`config.mk`:
```
export PLATFORM = sky130hd
export DESIGN_NAME = fir_coe_loader
export DESIGN_NICKNAME = d
export VERILOG_FILES = /design/src/rtl/fir_pkg.sv /design/src/rtl/fir_coe_stage_ram.sv /design/src/rtl/fir_coe_loader.sv
export SDC_FILE = /design/constraint.sdc
export NUM_CORES = 1
export LEC_CHECK = 0
export BUFFER_PORTS_ARGS = -buffer_cell sky130_fd_sc_hd__buf_2
export CELL_PAD_IN_SITES_DETAIL_PLACEMENT = 1
export CELL_PAD_IN_SITES_GLOBAL_PLACEMENT = 2
export CORE_ASPECT_RATIO = 0.75
export CORE_MARGIN = 1
export CORE_UTILIZATION = 40
export DETAILED_ROUTE_END_ITERATION = 8
export PLACE_DENSITY_LB_ADDON = 0.1
export SYNTH_ARGS = -nofsm -noshare
export SYNTH_HDL_FRONTEND = slang
export SYNTH_SLANG_ARGS = --single-unit
```
`constraint.sdc`:
```
create_clock -name clk -period 11.9 [get_ports clk]
set_input_delay 0.595 -clock clk [delete_from_list [all_inputs] [get_ports clk]]
set_output_delay 0.595 -clock clk [all_outputs]
set_load 0.02 [all_outputs]
```
`src/rtl/fir_pkg.sv`:
```
// Shared types and default sizing for the FIR coefficient loader slice.
package fir_pkg;

    typedef enum logic [1:0] {
        ST_IDLE,
        ST_SEND,
        ST_FIN
    } state_t;

    localparam int unsigned DEF_COE_WIDTH     = 16;
    localparam int unsigned DEF_COE_TAPS      = 22;
    localparam int unsigned DEF_COE_SEL_WIDTH = 2;
    localparam int unsigned DEF_ADDR_WIDTH    = 5;
    localparam int unsigned DEF_RELOAD_INDEX  = 3;

endpackage

```
`src/rtl/fir_coe_stage_ram.sv`:
```
// Coefficient staging buffer: COE_TAPS words, synchronous write, combinational read.
module fir_coe_stage_ram #(
    parameter int unsigned COE_WIDTH  = fir_pkg::DEF_COE_WIDTH,
    parameter int unsigned COE_TAPS   = fir_pkg::DEF_COE_TAPS,
    parameter int unsigned ADDR_WIDTH = fir_pkg::DEF_ADDR_WIDTH
) (
    input  logic                  clk,
    input  logic                  rst,
    input  logic                  wr_en,
    input  logic [ADDR_WIDTH-1:0] wr_addr,
    input  logic [COE_WIDTH-1:0]  wr_data,
    input  logic [ADDR_WIDTH-1:0] rd_addr,
    output logic [COE_WIDTH-1:0]  rd_data
);
    import fir_pkg::*;

    localparam logic [ADDR_WIDTH:0] TAPS_W = (ADDR_WIDTH+1)'(COE_TAPS);

    logic [COE_WIDTH-1:0] mem [COE_TAPS];

    always_ff @(posedge clk or posedge rst) begin
        if (rst) begin
            for (int unsigned i = 0; i < COE_TAPS; i++) begin
                mem[i] <= '0;
            end
        end else if (wr_en) begin
            mem[wr_addr] <= wr_data;
        end
    end

    // Addresses past the last tap read as zero rather than off the end of the array.
    always_comb begin
        rd_data = '0;
        if ({1'b0, rd_addr} < TAPS_W) begin
            rd_data = mem[rd_addr];
        end
    end

endmodule

```
`src/rtl/fir_coe_loader.sv`:
```
// Host-side coefficient reload / bank-select driver for fir_top.
// Optional: FIR_COE_LOADER_AUTO_SEL_EN selects RELOAD_INDEX in the FIN cycle.
module fir_coe_loader #(
    parameter int unsigned COE_WIDTH     = fir_pkg::DEF_COE_WIDTH,
    parameter int unsigned COE_TAPS      = fir_pkg::DEF_COE_TAPS,
    parameter int unsigned COE_SEL_WIDTH = fir_pkg::DEF_COE_SEL_WIDTH,
    parameter int unsigned ADDR_WIDTH    = fir_pkg::DEF_ADDR_WIDTH,
    parameter int unsigned RELOAD_INDEX  = fir_pkg::DEF_RELOAD_INDEX
) (
    input  logic                     clk,
    input  logic                     rst,
    input  logic                     wr_vld_i,
    input  logic [ADDR_WIDTH-1:0]    wr_addr_i,
    input  logic [COE_WIDTH-1:0]     wr_data_i,
    input  logic                     commit_i,
    input  logic                     sel_req_vld_i,
    input  logic [COE_SEL_WIDTH-1:0] sel_req_index_i,
    input  logic                     err_clr_i,
    output logic                     busy_o,
    output logic                     done_o,
    output logic                     err_o,
    output logic                     coe_reload_vld_o,
    output logic [COE_WIDTH-1:0]     coe_reload_data_o,
    output logic                     coe_sel_vld_o,
    output logic [COE_SEL_WIDTH-1:0] coe_sel_index_o
);
    import fir_pkg::*;

    localparam logic [ADDR_WIDTH:0]    TAPS_W   = (ADDR_WIDTH+1)'(COE_TAPS);
    localparam logic [COE_SEL_WIDTH-1:0] AUTO_IDX = COE_SEL_WIDTH'(RELOAD_INDEX);
`ifdef FIR_COE_LOADER_AUTO_SEL_EN
    localparam bit AUTO_SEL = 1'b1;
`else
    localparam bit AUTO_SEL = 1'b0;
`endif

    state_t                   state, state_nxt;
    logic [ADDR_WIDTH:0]      cnt, cnt_nxt;
    logic                     pend_vld, pend_vld_nxt;
    logic [COE_SEL_WIDTH-1:0] pend_idx, pend_idx_nxt;
    logic                     busy_nxt, done_nxt, err_nxt;
    logic                     reload_vld_nxt;
    logic [COE_WIDTH-1:0]     reload_data_nxt;
    logic                     sel_vld_nxt;
    logic [COE_SEL_WIDTH-1:0] sel_idx_nxt;

    logic                     idle;
    logic                     addr_ok;
    logic                     wr_en;
    logic                     err_set;
    logic [ADDR_WIDTH-1:0]    rd_addr;
    logic [COE_WIDTH-1:0]     rd_data;

    assign idle    = (state == ST_IDLE);
    assign addr_ok = ({1'b0, wr_addr_i} < TAPS_W);
    assign wr_en   = wr_vld_i && idle && addr_ok;
    assign err_set = (wr_vld_i && !(idle && addr_ok)) || (commit_i && !idle);
    assign rd_addr = (state == ST_SEND) ? cnt[ADDR_WIDTH-1:0] : '0;

    fir_coe_stage_ram #(
        .COE_WIDTH  (COE_WIDTH),
        .COE_TAPS   (COE_TAPS),
        .ADDR_WIDTH (ADDR_WIDTH)
    ) u_stage (
        .clk     (clk),
        .rst     (rst),
        .wr_en   (wr_en),
        .wr_addr (wr_addr_i),
        .wr_data (wr_data_i),
        .rd_addr (rd_addr),
        .rd_data (rd_data)
    );

    always_ff @(posedge clk or posedge rst) begin
        if (rst) begin
            state             <= ST_IDLE;
            cnt               <= '0;
            pend_vld          <= 1'b0;
            pend_idx          <= '0;
            busy_o            <= 1'b0;
            done_o            <= 1'b0;
            err_o             <= 1'b0;
            coe_reload_vld_o  <= 1'b0;
            coe_reload_data_o <= '0;
            coe_sel_vld_o     <= 1'b0;
            coe_sel_index_o   <= '0;
        end else begin
            state             <= state_nxt;
            cnt               <= cnt_nxt;
            pend_vld          <= pend_vld_nxt;
            pend_idx          <= pend_idx_nxt;
            busy_o            <= busy_nxt;
            done_o            <= done_nxt;
            err_o             <= err_nxt;
            coe_reload_vld_o  <= reload_vld_nxt;
            coe_reload_data_o <= reload_data_nxt;
            coe_sel_vld_o     <= sel_vld_nxt;
            coe_sel_index_o   <= sel_idx_nxt;
        end
    end

    // cnt holds the index of the next word to put on the bus.
    always_comb begin
        state_nxt       = state;
        cnt_nxt         = cnt;
        pend_vld_nxt    = pend_vld;
        pend_idx_nxt    = pend_idx;
        done_nxt        = 1'b0;
        reload_vld_nxt  = 1'b0;
        reload_data_nxt = '0;
        sel_vld_nxt     = 1'b0;
        sel_idx_nxt     = '0;

        case (state)
            ST_IDLE: begin
                if (commit_i) begin
                    state_nxt      = ST_SEND;
                    cnt_nxt        = (ADDR_WIDTH+1)'(1);
                    reload_vld_nxt = 1'b1;
                    // A same-cycle write to tap 0 has not reached the array yet.
                    reload_data_nxt = (wr_en && wr_addr_i == '0) ? wr_data_i : rd_data;
                    // A select arriving with the commit would land on the first reload word.
                    if (sel_req_vld_i) begin
                        pend_vld_nxt = 1'b1;
                        pend_idx_nxt = sel_req_index_i;
                    end
                end else if (sel_req_vld_i) begin
                    sel_vld_nxt = 1'b1;
                    sel_idx_nxt = sel_req_index_i;
                end
            end

            ST_SEND: begin
                if (sel_req_vld_i) begin
                    pend_vld_nxt = 1'b1;
                    pend_idx_nxt = sel_req_index_i;
                end
                if (cnt == TAPS_W) begin
                    state_nxt = ST_FIN;
                    done_nxt  = 1'b1;
                    if (AUTO_SEL) begin
                        sel_vld_nxt = 1'b1;
                        sel_idx_nxt = AUTO_IDX;
                    end
                end else begin
                    reload_vld_nxt  = 1'b1;
                    reload_data_nxt = rd_data;
                    cnt_nxt         = cnt + 1'b1;
                end
            end

            ST_FIN: begin
                state_nxt    = ST_IDLE;
                cnt_nxt      = '0;
                pend_vld_nxt = 1'b0;
                pend_idx_nxt = '0;
                // The pending select lands in the first IDLE cycle; a FIN-cycle request is newest.
                if (sel_req_vld_i) begin
                    sel_vld_nxt = 1'b1;
                    sel_idx_nxt = sel_req_index_i;
                end else if (pend_vld) begin
                    sel_vld_nxt = 1'b1;
                    sel_idx_nxt = pend_idx;
                end
            end

            default: begin
                state_nxt = ST_IDLE;
                cnt_nxt   = '0;
            end
        endcase

        busy_nxt = (state_nxt != ST_IDLE);

        err_nxt = err_o;
        if (err_clr_i) begin
            err_nxt = 1'b0;
        end else if (err_set) begin
            err_nxt = 1'b1;
        end
    end

endmodule
```
==> flow_metrics.env, run 1 <==
export IMPL_clk_latency_ns=0.56
export IMPL_ant_nets=0
export IMPL_hold_viol=0
export IMPL_crit_path_top_delay_cell="dfrtp_4"
export IMPL_yosys_register_bits=386
export IMPL_drc=0
export IMPL_rsz0062_at_grt="false"
export IMPL_syn_nets=1413
export IMPL_cts_sinks=386
export IMPL_dpl_instance_area_um2=18600
export IMPL_max_slew_margin_pct=19.3
export IMPL_startpoint_type="flop"
export IMPL_hold_worst_slack_ns=0.181
export IMPL_post_route_min_period_ns=3.71
export IMPL_fin_tns_setup_ns=0
export IMPL_slew_violations=0
export IMPL_cts_root_buf="clkbuf_16"
export IMPL_die_w_um=246
export IMPL_fillCellCount=4421
export IMPL_critPathKind="reg -> reg"
export IMPL_synthFlopType="dfrtp_1"
export IMPL_synth_cells=1382
export IMPL_cp_end_kind="flop"
export IMPL_finalCritPeriodShare_pct=31.2
export IMPL_numPortBuffers=51
export IMPL_fp_dieArea_um2=45500
export IMPL_leakage_nw=9.76
export IMPL_overflow=0
export IMPL_ys_seq_area_share_pct=54.1
export IMPL_wirelength_um=53200
export IMPL_dieHeight_um=185
export IMPL_maxCapViolations=0
export IMPL_reg2reg_slack_ns=8.19
export IMPL_cts_resized=0
export IMPL_setup_violations=0
export IMPL_clockBufferDepth=3
export IMPL_cts_max_level=2
export IMPL_synth_async_reset_ratio_pct=100
export IMPL_p_per_area_nw_per_um2=218
export IMPL_min_path_type="in -> reg"
export IMPL_synth_compound_area_share_pct=8.33
export IMPL_drive_gt1_share_pct=40.9
export IMPL_gp_congestion=0.752
export IMPL_cts_made_buffers=42
export IMPL_final_cell_mix="mux2_2, dfrtp_1, nand2_1, o221ai_1, buf_2"
export IMPL_nets=1410
export IMPL_routedWlPerCell_um=26.7
export IMPL_timing_critical_path_buf_inv=2
export IMPL_fin_ws_ns=8.19
export IMPL_synth_top_cell_area_share_pct=54.1
export IMPL_synth_xor_area_share_pct=0.196
export IMPL_grt_max_degree=105
export IMPL_synthDistinctLibCells=61
export IMPL_cp_cell_sequence="buf_4 -> buf_4 -> mux4_2 -> a22oi_1 -> o21ai_0 -> o21ai_0 -> nand3_1"
export IMPL_ir_drop_uv=159
export IMPL_synthMuxAreaShare_pct=28.3
export IMPL_final_common_cell="mux2_2"
export IMPL_hpwlAfterDp_um=31900
export IMPL_max_freq_ghz=0.270
export IMPL_synth_top_family_by_area="multiplexers"
export IMPL_synth_simple_gate_area_share_pct=5.72
export IMPL_grt_first_pass_wirelength_um=83200
export IMPL_io_pins=52
export IMPL_syn_cell_area_um2=17900
export IMPL_synth_edff_count=0
export IMPL_post_route_util_pct=45.8
export IMPL_max_stage_delay_ns=0.92
export IMPL_routed_via_count=11600
export IMPL_final_design_area_no_fill_um2=20000
export IMPL_skew_ns=0.0123
export IMPL_drtPass1Iterations=5
export IMPL_via_per_inst=5.81
export IMPL_worst_path_max_fanout=55
export IMPL_drt_iter0_drc=629
export IMPL_cts_tree="built"
export IMPL_rows=66
export IMPL_cp_top_family="buffers and inverters"
export IMPL_grt_pass1_vias=12300
export IMPL_yosysWarnings=0
export IMPL_synth_adder_area_share_pct=0.140
export IMPL_cp_arrival_ns=4.14
export IMPL_grt_use_total_pct=24.6
export IMPL_cts_hold_buffers=0
export IMPL_required_ns=12.33
export IMPL_place_ws_ns=8.15
export IMPL_syn_to_final_growth_pct=11.9
export IMPL_seqCellArea_um2=9660
export IMPL_initial_core_util_pct=40.9
export IMPL_antenna_found_initial=2
export IMPL_cts_setup_buffers=0
export IMPL_worstMarginPinSlew_ns=1.21
export IMPL_path_clk_slew_ns=0.06
export IMPL_synth_area_leaders="dfrtp_1, mux2_2, o221ai_1"
export IMPL_multi_input_area_um2=7670
export IMPL_yosys_area_top_type="dfrtp_1"
export IMPL_run_status="finished, final reports clean"
export IMPL_core_area_um2=43700
export IMPL_syn_area_per_cell_um2=12.9
[final timing paths]
path                                               from  cells after the start                         endpoint
setup / recovery                     cnt[0]$_DFFE_PP0P_                      7  coe_reload_data_o[10]$_DFF_PP0_
hold reg to reg            u_stage.mem[287]$_DFFE_PP0P_                      1     u_stage.mem[287]$_DFFE_PP0P_
max in group asynchronous                           rst                      4      u_stage.mem[69]$_DFFE_PP0P_
hold / removal                                err_clr_i                      2                err_o$_DFFE_PP0P_
setup reg to reg                     cnt[0]$_DFFE_PP0P_                      7  coe_reload_data_o[10]$_DFF_PP0_
min in group asynchronous                           rst                      2     u_stage.mem[106]$_DFFE_PP0P_
[cell type report]
| type | instances | share of cell area [%] |
|---|---|---|
| multi-input combinational | 863 | 38.3 |
| clock inverter | 11 | 0.788 |
| tap | 578 | 3.62 |
| inverter | 7 | 0.169 |
| antenna | 1 | 0.0125 |
| sequential | 386 | 48.3 |
| clock buffer | 64 | 6.44 |
| timing repair buffer | 79 | 2.33 |
[state kept, by name, indices dropped and copies added (netlist names), 2 cells and up]
| name | cells |
|---|---|
| pend_idx | 2 |
| u_stage.mem | 352 |
| state | 2 |
| cnt | 6 |
| coe_sel_index_o | 2 |
| coe_reload_data_o | 16 |
[logic make-up after synthesis]
logic type / Yosys count
buffers and inverters: 133
AND/OR/NAND/NOR: 203
XOR/XNOR: 4
flip-flops: 386
adder cells (fa/ha/maj): 2
multiplexers: 450
AO/OA/AOI/OAI: 204
[synthesized netlist by cell type (4+ instances only)]
| cell | count |
|---|---|
| a32oi_1 | 11 |
| o221ai_1 | 51 |
| a311o_1 | 11 |
| nand2_1 | 65 |
| nand3b_1 | 6 |
| a21oi_1 | 35 |
| nor2b_1 | 18 |
| o22ai_1 | 11 |
| buf_2 | 27 |
| buf_6 | 5 |
| nor2_1 | 50 |
| o21ai_0 | 43 |
| nor3_1 | 24 |
| nand2b_1 | 7 |
| mux2_2 | 405 |
| inv_1 | 7 |
| clkbuf_1 | 82 |
| buf_4 | 5 |
| nor3b_1 | 4 |
| dfrtp_1 | 386 |
| buf_1 | 7 |
| a211oi_1 | 12 |
| o22a_1 | 4 |
| nand3_1 | 6 |
| a2bb2oi_1 | 4 |
| mux2i_1 | 42 |
[layer usage]
layer / part of all wire (%) / GRT usage [%]
met1: 51 / 38.1
met2: 43 / 35.5
met3: 4.7 / 4.07
met4: 1.7 / 5.32
met5: 0.024 / 0
[worst reg2reg max path: cells and delay by family, from the launching register on]
family	cells	cell delay (ns)
DFF	1	0.92
buffers and inverters	2	1.43
and+or+nand+nor	1	0.11
muxes	1	0.58
AOI/OAI and AO/OA	3	0.55
[power by group]
| part | leakage, nW | switching, mW | total (mW) | internal [mW] |
|---|---|---|---|---|
| logic | 3.75 | 0.897 | 1.37 | 0.471 |
| registers | 5.30 | 0.144 | 1.62 | 1.48 |
| clock network | 0.711 | 0.549 | 1.38 | 0.831 |
| total | 9.76 | 1.59 | 4.37 | 2.78 |
[metrics by stage]
stage | cells | power, mW
after global placement | 1913 | 2.99
after global routing | 1988 | 4.59
after CTS | 1988 | 4.40
after detailed placement | 1913 | 3.01
after floorplan | 1382 | 2.48
final | 1989 | 4.37
Note: power is estimated with default switching activity, not from simulation.
==> run 2, diff against run 1 <==
--- a/config.mk
+++ b/config.mk
@@ -10,7 +10,7 @@
 export CELL_PAD_IN_SITES_GLOBAL_PLACEMENT = 2
 export CORE_ASPECT_RATIO = 0.75
 export CORE_MARGIN = 1
-export CORE_UTILIZATION = 40
+export CORE_UTILIZATION = 44
 export DETAILED_ROUTE_END_ITERATION = 8
 export PLACE_DENSITY_LB_ADDON = 0.1
 export SYNTH_ARGS = -nofsm -noshare
==> constraint.sdc (replaced) <==
create_clock -name clk -period 3.6 [get_ports clk]
set_input_delay 0.18 -clock clk [delete_from_list [all_inputs] [get_ports clk]]
set_output_delay 0.18 -clock clk [all_outputs]
set_load 0.02 [all_outputs]
==> flow_metrics.env, run 2 (synthesis results as in run 1) <==
export IMPL_cp_arrival_ns=3.33
export IMPL_cts_max_level=2
export IMPL_wirelength_um=51000
export IMPL_setup_violations=0
export IMPL_rows=63
export IMPL_grt_pass1_vias=12500
export IMPL_startpoint_type="flop"
export IMPL_multi_input_area_um2=7660
export IMPL_initial_core_util_pct=44.9
export IMPL_core_area_um2=39800
export IMPL_min_path_type="in -> reg"
export IMPL_grt_first_pass_wirelength_um=79700
export IMPL_slew_violations=0
export IMPL_place_ws_ns=0.744
export IMPL_worst_path_max_fanout=18
export IMPL_top_register="u_stage.mem"
export IMPL_hold_worst_slack_ns=0.0374
export IMPL_drt_iter0_drc=679
export IMPL_drive_gt1_share_pct=41.7
export IMPL_largest_reg_flops=352
export IMPL_nets=1438
export IMPL_seqCellArea_um2=9660
export IMPL_fin_cells=1959
export IMPL_grt_use_total_pct=25.4
export IMPL_cts_setup_buffers=0
export IMPL_p_per_area_nw_per_um2=712
export IMPL_drtPass1Iterations=5
export IMPL_path_clk_slew_ns=0.07
export IMPL_via_per_inst=5.91
export IMPL_cp_end_kind="flop"
export IMPL_required_ns=4.02
export IMPL_io_pins=52
export IMPL_fillCellCount=3925
export IMPL_hold_viol=0
export IMPL_cts_made_buffers=41
export IMPL_leakage_nw=9.91
export IMPL_post_route_min_period_ns=2.91
export IMPL_antenna_found_initial=1
export IMPL_ant_nets=0
export IMPL_overflow=0
export IMPL_run_status="finished, final reports clean"
export IMPL_skew_ns=0.0160
export IMPL_cts_root_buf="clkbuf_16"
export IMPL_finalCritPeriodShare_pct=80.9
export IMPL_die_w_um=235
export IMPL_numPortBuffers=51
export IMPL_hpwlAfterDp_um=31500
export IMPL_critPathKind="reg -> reg"
export IMPL_max_slew_margin_pct=38.2
export IMPL_max_freq_ghz=0.343
export IMPL_worstMarginPinSlew_ns=0.925
export IMPL_drc=0
export IMPL_final_common_cell="mux2_2"
export IMPL_ir_drop_uv=624
export IMPL_final_cell_mix="mux2_2, dfrtp_1, nand2_1, o221ai_1, buf_2"
export IMPL_reg_largest_list="u_stage.mem: 352 flops, coe_reload_data_o: 16 flops, cnt: 6 flops"
export IMPL_fp_dieArea_um2=41400
export IMPL_routedWlPerCell_um=26.0
export IMPL_maxCapViolations=0
export IMPL_grt_max_degree=121
export IMPL_clockBufferDepth=3
export IMPL_routed_via_count=11600
export IMPL_clk_latency_ns=0.55
export IMPL_cts_tree="built"
export IMPL_syn_to_final_growth_pct=13.0
export IMPL_dp_cells=1875
export IMPL_cts_sinks=386
export IMPL_gp_congestion=0.753
export IMPL_dieHeight_um=177
export IMPL_fin_ws_ns=0.689
export IMPL_rsz0062_at_grt="false"
run 2: cell count changes in the layout (fill, tap and decap cells not counted), moves of 2 or more:
cell,previous run,this run
buf_4,28,42
dlygate4sd3_1,0,9
buf_12,0,6
clkbuf_1,10,7
clkinv_2,6,9
clkbuf_16,45,43
nor3_2,0,2
nor3_4,3,1
run 2: worst paths after layout:
path | from | end | slack (ns) | depth (start not counted)
max | state[1]$_DFF_PP0_ | u_stage.mem[41]$_DFFE_PP0P_ | 0.69 | 6
min | commit_i | pend_vld$_DFFE_PP0P_ | 0.04 | 3
max reg2reg | state[1]$_DFF_PP0_ | u_stage.mem[41]$_DFFE_PP0P_ | 0.69 | 6
min reg2reg | u_stage.mem[286]$_DFFE_PP0P_ | u_stage.mem[286]$_DFFE_PP0P_ | 0.50 | 1
max in group asynchronous | rst | u_stage.mem[342]$_DFFE_PP0P_ | 2.38 | 4
min in group asynchronous | rst | u_stage.mem[144]$_DFFE_PP0P_ | 0.19 | 3
run 2: repair_timing:
| action | in CTS | in global routing |
|---|---|---|
| gates resized for setup | 0 | 0 |
| hold buffers | 9 | 0 |
| hold endpoints to repair | 13 | 0 |
run 2: worst max-delay path: stages, from the launching register on:
cell and delay [ns]:
dfrtp_1 0.60, or2_1 0.42, a21oi_2 0.20, nand2_1 0.09, nor2_1 0.30, nand2_1 0.64
mux2_2 0.50
run 2: layout make-up:
type / instances / area share [%]
clock buffer: 59 / 6.07
sequential: 386 / 47.9
timing repair buffer: 108 / 3.87
inverter: 7 / 0.149
multi-input combinational: 863 / 37.9
antenna: 1 / 0.0124
tap: 520 / 3.22
clock inverter: 15 / 0.898
run 2: stage by stage:
step	TNS [ns]	power, mW	instance area [um^2]	util, %
finish	0	14.4	20200	50.7
global route	0	15.1	20200	50.7
CTS	0	14.5	20200	50.7
detailed placement	0	9.94	18700	47.0
global placement	0	9.87	18700	47.0
floorplan	-683.20	8.20	17900	-
run 2: where the power goes:
group          switching [mW]  internal (mW)
Sequential              0.378           4.89
Combinational            2.98           1.66
Clock                    1.82           2.66
run 2: metal layers:
layer  global-route usage [%]  part of all wire (%)  wire length [um]
met4                     5.46                   1.7               875
met3                     3.99                   4.0              2010
met2                     37.5                    43             22100
met5                        0                     0                 0
met1                     39.1                    51             26000
==> run 3, diff against run 2 <==
--- a/config.mk
+++ b/config.mk
@@ -10,7 +10,7 @@
 export CELL_PAD_IN_SITES_GLOBAL_PLACEMENT = 2
 export CORE_ASPECT_RATIO = 0.75
 export CORE_MARGIN = 1
-export CORE_UTILIZATION = 44
+export CORE_UTILIZATION = 40
 export DETAILED_ROUTE_END_ITERATION = 8
 export PLACE_DENSITY_LB_ADDON = 0.1
 export SYNTH_ARGS = -nofsm -noshare
==> constraint.sdc (replaced) <==
create_clock -name clk -period 2.4 [get_ports clk]
set_input_delay 0.12 -clock clk [delete_from_list [all_inputs] [get_ports clk]]
set_output_delay 0.12 -clock clk [all_outputs]
set_load 0.02 [all_outputs]
==> flow_metrics.env, run 3 (synthesis results as in run 1) <==
export IMPL_run_status="finished, final reports clean"
export IMPL_overflow=0
export IMPL_antenna_found_initial=1
export IMPL_post_route_util_pct=48.7
export IMPL_drt_iter0_drc=633
export IMPL_post_route_min_period_ns=2.32
export IMPL_wirelength_um=51800
export IMPL_rows=66
export IMPL_drive_gt1_share_pct=44.9
export IMPL_cts_sinks=386
export IMPL_final_common_cell="mux2_2"
export IMPL_grtUsageMet2_pct=34.8
export IMPL_required_ns=2.82
export IMPL_grt_use_met1_pct=36.6
export IMPL_final_cell_mix="mux2_2, dfrtp_1, buf_4, nand2_1, buf_2"
export IMPL_cts_tree="built"
export IMPL_switching_share_pct=35.0
export IMPL_max_slew_margin_pct=56.8
export IMPL_fin_tns_setup_ns=0
export IMPL_path_clk_slew_ns=0.06
export IMPL_top_register="u_stage.mem"
export IMPL_finalCritPeriodShare_pct=96.5
export IMPL_grt_busiest_layer="met1"
export IMPL_p_total_mw=22.5
export IMPL_routed_via_count=11800
export IMPL_via_per_inst=5.65
export IMPL_cp_end_kind="flop"
export IMPL_critPathKind="reg -> reg"
export IMPL_dp_cells=2001
export IMPL_grt_first_pass_wirelength_um=81700
export IMPL_drc=0
export IMPL_cts_made_buffers=42
export IMPL_grt_use_total_pct=23.8
export IMPL_cts_max_level=2
export IMPL_skew_ns=0.0102
export IMPL_setup_violations=0
export IMPL_worstMarginPinSlew_ns=0.641
export IMPL_cts_root_buf="clkbuf_16"
export IMPL_hold_viol=0
export IMPL_numPortBuffers=51
export IMPL_power_switching_mw=7.88
export IMPL_core_area_um2=43700
export IMPL_reg_largest_list="u_stage.mem: 352 flops, coe_reload_data_o: 16 flops, cnt: 6 flops"
export IMPL_fp_dieArea_um2=45500
export IMPL_gp_congestion=0.777
export IMPL_nets=1514
export IMPL_cp_arrival_ns=2.74
export IMPL_p_per_area_nw_per_um2=1060
export IMPL_routedWlPerCell_um=24.8
export IMPL_leakage_nw=10.4
export IMPL_worst_path_max_fanout=16
export IMPL_fin_cells=2092
export IMPL_io_pins=52
export IMPL_slew_violations=0
export IMPL_clockBufferDepth=3
export IMPL_die_w_um=246
export IMPL_maxCapViolations=0
export IMPL_syn_to_final_growth_pct=19.0
export IMPL_grt_pass1_vias=12700
export IMPL_grtUsageMet3_pct=3.67
export IMPL_initial_core_util_pct=40.9
export IMPL_ant_nets=0
export IMPL_clk_latency_ns=0.54
export IMPL_hpwlAfterDp_um=34400
export IMPL_diodes=0
export IMPL_p_comb_share_pct=35.4
export IMPL_power_internal_mw=14.6
export IMPL_drtPass1Iterations=5
export IMPL_power_share_sequential_pct=35.0
export IMPL_grt_max_degree=98
export IMPL_clockPowerShare_pct=29.6
export IMPL_startpoint_type="flop"
export IMPL_largest_reg_flops=352
export IMPL_ir_drop_uv=602
export IMPL_dieHeight_um=185
export IMPL_min_path_type="in -> reg"
export IMPL_max_freq_ghz=0.432
## run 3: changes by cell type in the layout (fill, tap and decap cells not counted), sizes merged
cell / previous run / this run
buf: 99 / 172
dlygate4sd3: 9 / 11
diode: 1 / 0
clkbuf: 59 / 63
clkinv: 9 / 7
clkinvlp: 2 / 1
## run 3: area by class of cell
cell class | count | area [um^2]
clock buffers | 63 | 1250
well taps | 578 | 723
multi-input cells | 863 | 7750
flip-flops and latches | 386 | 9660
fillers | 4328 | 22400
inverters | 7 | 30.0
repair buffers | 183 | 1680
clock inverters | 12 | 164
## run 3: power by group through the flow
stage | logic [mW] | clock network (mW) | registers, mW
2_1_floorplan | 4.44 | 0 | 7.85
5_1_grt | 8.61 | 7.08 | 7.96
4_1_cts | 7.78 | 6.82 | 7.88
3_3_place_gp | 7.62 | 0 | 7.95
3_5_place_dp | 7.69 | 0 | 7.98
6_report | 7.96 | 6.66 | 7.87
## run 3: repair_timing
| action | in CTS | in global routing |
|---|---|---|
| hold endpoints to repair | 19 | 0 |
| setup buffers | 0 | 5 |
| setup endpoints to repair | 3 | 47 |
| resized for setup | 4 | 20 |
| hold buffers | 11 | 0 |
## run 3: metrics by stage
stage / hold WS, ns / cell area [um^2] / worst slack, ns
after floorplan: 0.183 / 17900 / -2.91
after global placement: 0.200 / 19600 / -0.0206
after detailed placement: 0.203 / 19600 / -0.0287
after CTS: 0.0111 / 21100 / 0.00102
after global routing: 0.0376 / 21300 / -0.0193
final: 0.0423 / 21300 / 0.0845
## run 3: critical path, cell delays in order, from the launching register on
cell and delay [ns]:
dfrtp_1 0.48, or2_1 0.32, a21oi_2 0.18, nand2_1 0.09
or2_1 0.35, nor2b_2 0.21, buf_12 0.19, mux2_2 0.35
## run 3: routing by layer
metal	wire, um	vias to the layer above
met5	0	-
met4	1060	0
met3	1840	73
met2	22200	171
met1	26700	6326
li1	-	5256
## run 3: worst paths after layout
path,start,end,slack (ns),cells past startpoint
max reg2reg,state[0]$_DFF_PP0_,u_stage.mem[251]$_DFFE_PP0P_,0.08,7
max,state[0]$_DFF_PP0_,u_stage.mem[251]$_DFFE_PP0P_,0.08,7
min in group asynchronous,rst,u_stage.mem[189]$_DFFE_PP0P_,0.18,3
min reg2reg,u_stage.mem[286]$_DFFE_PP0P_,u_stage.mem[286]$_DFFE_PP0P_,0.50,1
min,wr_data_i[8],coe_reload_data_o[8]$_DFF_PP0_,0.04,3
max in group asynchronous,rst,u_stage.mem[322]$_DFFE_PP0P_,1.32,4
